File: config.mk
export PLATFORM = sky130hd
export DESIGN_NAME = sm_clkdiv_gen
export DESIGN_NICKNAME = d
export VERILOG_FILES = /design/src/rtl/sm_clkdiv_gen.sv
export SDC_FILE = /design/constraint.sdc
export NUM_CORES = 1
export LEC_CHECK = 0
export ABC_AREA = 1
export CORE_ASPECT_RATIO = 0.5
export CORE_MARGIN = 5
export CORE_UTILIZATION = 23
export CTS_BUF_LIST = sky130_fd_sc_hd__clkbuf_8
export DETAILED_ROUTE_END_ITERATION = 12
export PLACE_DENSITY = 0.43
export RECOVER_POWER = 100
export SLEW_MARGIN = 30
export SYNTH_ARGS = -nofsm -noshare
export SYNTH_HDL_FRONTEND = slang
export SYNTH_SLANG_ARGS = --single-unit
File: constraint.sdc
create_clock -name clk -period 2.65 [get_ports clk]
set_clock_uncertainty 0.05 [all_clocks]
set_input_delay 0.3975 -clock clk [delete_from_list [all_inputs] [get_ports clk]]
set_output_delay 0.3975 -clock clk [all_outputs]
set_load 0.03 [all_outputs]
File: src/rtl/sm_clkdiv_gen.sv
// Per-state-machine fractional clock-enable generator.
// Each SM emits a registered single-cycle enable at an average rate of 1/(INT+FRAC/256).
module sm_clkdiv_gen #(
    parameter int N_SM   = 4,
    parameter int INT_W  = 16,
    parameter int FRAC_W = 8
) (
    input  logic                                   clk,
    input  logic                                   rst,
    input  logic [N_SM-1:0][INT_W+FRAC_W-1:0]      fsm_clkdiv,
    input  logic [N_SM-1:0]                        sm_en,
    input  logic [N_SM-1:0]                        clkdiv_restart,
    output logic [N_SM-1:0]                        sm_clk_en
);

    logic [N_SM-1:0] fire;
    logic [N_SM-1:0] sm_clk_en_q;

    genvar gi;
    generate
        for (gi = 0; gi < N_SM; gi++) begin : g_sm
            logic [INT_W:0]    cnt_q;
            logic [INT_W:0]    cnt_d;
            logic [FRAC_W-1:0] acc_q;
            logic [FRAC_W-1:0] acc_d;
            logic [INT_W-1:0]  div_int;
            logic [FRAC_W-1:0] div_frac;
            logic [INT_W:0]    period;
            logic [FRAC_W:0]   sum;
            logic [INT_W:0]    carry_ext;

            assign div_int  = fsm_clkdiv[gi][FRAC_W +: INT_W];
            assign div_frac = fsm_clkdiv[gi][FRAC_W-1:0];

            // INT==0 encodes the longest period, 2**INT_W, so the counter needs one extra bit.
            assign period    = (div_int == '0) ? {1'b1, {INT_W{1'b0}}} : {1'b0, div_int};
            assign sum       = {1'b0, acc_q} + {1'b0, div_frac};
            assign carry_ext = {{INT_W{1'b0}}, sum[FRAC_W]};

            assign fire[gi] = sm_en[gi] & ~clkdiv_restart[gi] & (cnt_q == '0);

            always_comb begin
                cnt_d = cnt_q;
                acc_d = acc_q;
                if (clkdiv_restart[gi]) begin
                    cnt_d = '0;
                    acc_d = '0;
                end else if (!sm_en[gi]) begin
                    cnt_d = cnt_q;
                    acc_d = acc_q;
                end else if (cnt_q == '0) begin
                    // Divisor is sampled only here, so mid-period writes never truncate a count.
                    acc_d = sum[FRAC_W-1:0];
                    cnt_d = period - {{INT_W{1'b0}}, 1'b1} + carry_ext;
                end else begin
                    cnt_d = cnt_q - {{INT_W{1'b0}}, 1'b1};
                end
            end

            always_ff @(posedge clk or negedge rst) begin
                if (!rst) begin
                    cnt_q <= '0;
                    acc_q <= '0;
                end else begin
                    cnt_q <= cnt_d;
                    acc_q <= acc_d;
                end
            end
        end
    endgenerate

    always_ff @(posedge clk or negedge rst) begin
        if (!rst) begin
            sm_clk_en_q <= '0;
        end else begin
            sm_clk_en_q <= fire;
        end
    end

    assign sm_clk_en = sm_clk_en_q;

endmodule

==> reports/qor.txt <==
Status = finished clean
Post-synthesis cell count = 1446
Critical Path RT = 2.94 ns
DP Worst Slack = -0.658 ns
Fin crit period = 2.61 ns
Final Util = 30.5%
Pre-antenna DRT Iters = 5
Ys Warns = 0
I/O pins = 110
Largest area contributor in the netlist = dfrtp_1
Die width = 294 um
Max Slew Vio Count = 0
Area of the multi-input gates = 0.00624 mm2
ANT nets after route = 0
P&R area growth vs syn = 32.3%
CTS tree = yes
Setup TNS = 0 ns
Clk root buf = clkbuf_8
First-pass GRT wire length = 47800 um
Via-to-Cell Ratio = 4.35
Critical path arrival = 2.90 ns
Pin count of the biggest net entering global routing = 60
Max-slew headroom = 34.4%
H-tree lvl count = 3
Port bufs = 109
Vias = 9561
Die ar. = 0.0447 mm2
FF+latch area = 0.00260 mm2
Core area = 0.0401 mm2
Synth top area share = 28.1%
Sequential share of the synthesized area = 28.1%
Worst-path fanout max = 4
DP Wirelength = 22700 um
Tot GR Track Use = 12.9%
Ant. Diodes = 0
Worst-path clk slew = 0.13 ns
DR WL/cell = 13.0 um
Fin. Hold Viols = 0
DRC = 0
Rows = 52
Worst Hold Class = in2reg
Commonest non-fill, non-tap cell in the layout = nand2_1
Synth cell types = 40
Grt ovf = 0
Dpl cell area = 0.0116 mm2
Syn Std Cell Area = 0.00927 mm2
GPL Wtd Cong = 0.814
Post-route cell area = 0.0123 mm2
Setup violators final = 0
Maximum vdd drop = 0.302 mV
Worst-Margin Slew = 0.983 ns
CP Launch Type = register
RSZ-0062 raised after global routing = true
Number of global-route vias before repair = 9435
Synth Net Count = 1600
Nets = 1807
Initial DRC count = 606
Most frequent cells in the layout = 454 x nand2_1, 190 x nor2_1, 166 x inv_1, 140 x nand3_1, 104 x dfrtp_1
Fill count = 4413
Num CTS Buffers = 9
Maxcap violations = 0
Setup ws final = 0.0400 ns
PD cells = 904 mW/mm2
Flops & latches, synth = 104
Lkg Pwr = 0.00607 uW
Endpoint class of the critical path = register
Peak Freq = 383 MHz
Initial antenna violation count = 0
Layout cells sized above 1 = 14.4%
DIE HEIGHT = 152 um
Clock tree buffer depth = 2
Critical path class = reg2reg
Top post-synthesis cells by area = dfrtp_1 28%, nand2_1 19%, nand3_1 8.2%, nor2_1 7.9%, inv_1 7.0%
Initial Util = 23.1%
Clock Latency Late Sink = 0.43 ns
CTS Sinks = 104
Syn Area/Cell = 6.41 um2
Final Cycle Share = 98.5%
Final wirelength = 28600 um
## through the flow
stage,power [uW],hold WS [ns],cells
final,11100,0.325,2198
after global placement,10000,0.247,2169
after detailed placement,9980,0.242,2169
after CTS,11200,0.278,2187
after global routing,12500,0.308,2198
after floorplan,7910,0.0519,1446
## layout make-up
| type | instances | area share (%) |
|---|---|---|
| clock inverters | 6 | 0.551 |
| flip-flops and latches | 104 | 21.2 |
| well taps | 540 | 5.51 |
| repair buffers | 210 | 15.3 |
| multi-input cells | 1153 | 50.9 |
| clock buffers | 10 | 1.12 |
| inverters | 175 | 5.39 |
## cell families (layout without fill, tap and decap cells)
logic type	after synthesis	in the layout	share of synthesized area [%]
AOI/OAI and AO/OA	113	113	7.14
and+or+nand+nor	930	930	44.0
adders and majority gates	48	48	6.80
buffers and inverters	189	401	8.18
DFF	104	104	28.1
xor gates and xnor gates	62	62	5.86
## where the power goes
part / switching [uW] / leakage, uW / total (uW) / internal [uW]
Combinational: 4420 / 0.00456 / 7240 / 2820
Clock: 655 / 0.000104 / 1120 / 467
Sequential: 579 / 0.00140 / 2720 / 2140
## synth_stat cells (all sizes together)
cell    number
nor3         8
nor3b        1
or3          3
and2         4
nor2       224
o211ai       4
nor4         2
xor2        41
nand4       35
fa           4
o21ai       76
nand3      158
xnor2       21
buf          7
and3         2
nand2      476
or2          2
clkbuf       7
dfrtp      104
a21oi       22
a21o         5
inv        175
ha          44
o21bai       2
nand3b      15
o22ai        4
## worst paths after layout
check,from,endpoint,slack [ns],depth (start not counted)
max in group asynchronous,rst,g_sm[1].cnt_q[8],0.44,3
worst max register to register,g_sm[2].acc_q[0],g_sm[2].cnt_q[9],0.04,18
worst max-delay path,g_sm[2].acc_q[0],g_sm[2].cnt_q[9],0.04,18
worst min-delay path,fsm_clkdiv[48],g_sm[2].acc_q[0],0.32,4
min in group asynchronous,rst,g_sm[3].acc_q[4],0.58,2
worst min register to register,g_sm[3].cnt_q[0],g_sm[3].cnt_q[0],0.44,2
## critical path, stage by stage (launching register included)
cell and delay (ns):
dfrtp_1 0.43, ha_4 0.17, inv_2 0.05, fa_2 0.21, inv_2 0.03, nand4_1 0.09, nand3_1 0.09, nand2_1 0.09
nand2_1 0.07, a21oi_2 0.16, ha_2 0.23, buf_6 0.11, nand2_4 0.06, nor2_4 0.17, nand2_2 0.07, or2_0 0.19
nand3_1 0.12, nand2_1 0.07, nand2_1 0.05
## what timing repair did
| action | 4_1_cts | 5_1_grt |
|---|---|---|
| hold buffers | 1 | 0 |
| pin swaps | 10 | 53 |
| hold endpoints to repair | 14 | 0 |
| gates resized for setup | 34 | 99 |
| buffers inserted | 1 | 11 |
| endpoints found under the setup margin | 44 | 59 |
## flip-flops by register name, indices dropped and copies added (netlist names)
register    count
g_sm.acc_q     32
g_sm.cnt_q     68
sm_clk_en       4
## metal layers
metal  share of wire (%)  global-route usage, %  vias to the layer above
met3                 2.4                   2.29                       18
li1                    -                      -                     5047
met5                   0                      0                        -
met4                0.88                   2.29                        0
met1                  48                   17.3                     4400
met2                  48                   22.0                       96
Power figures use the tool's default switching activity.
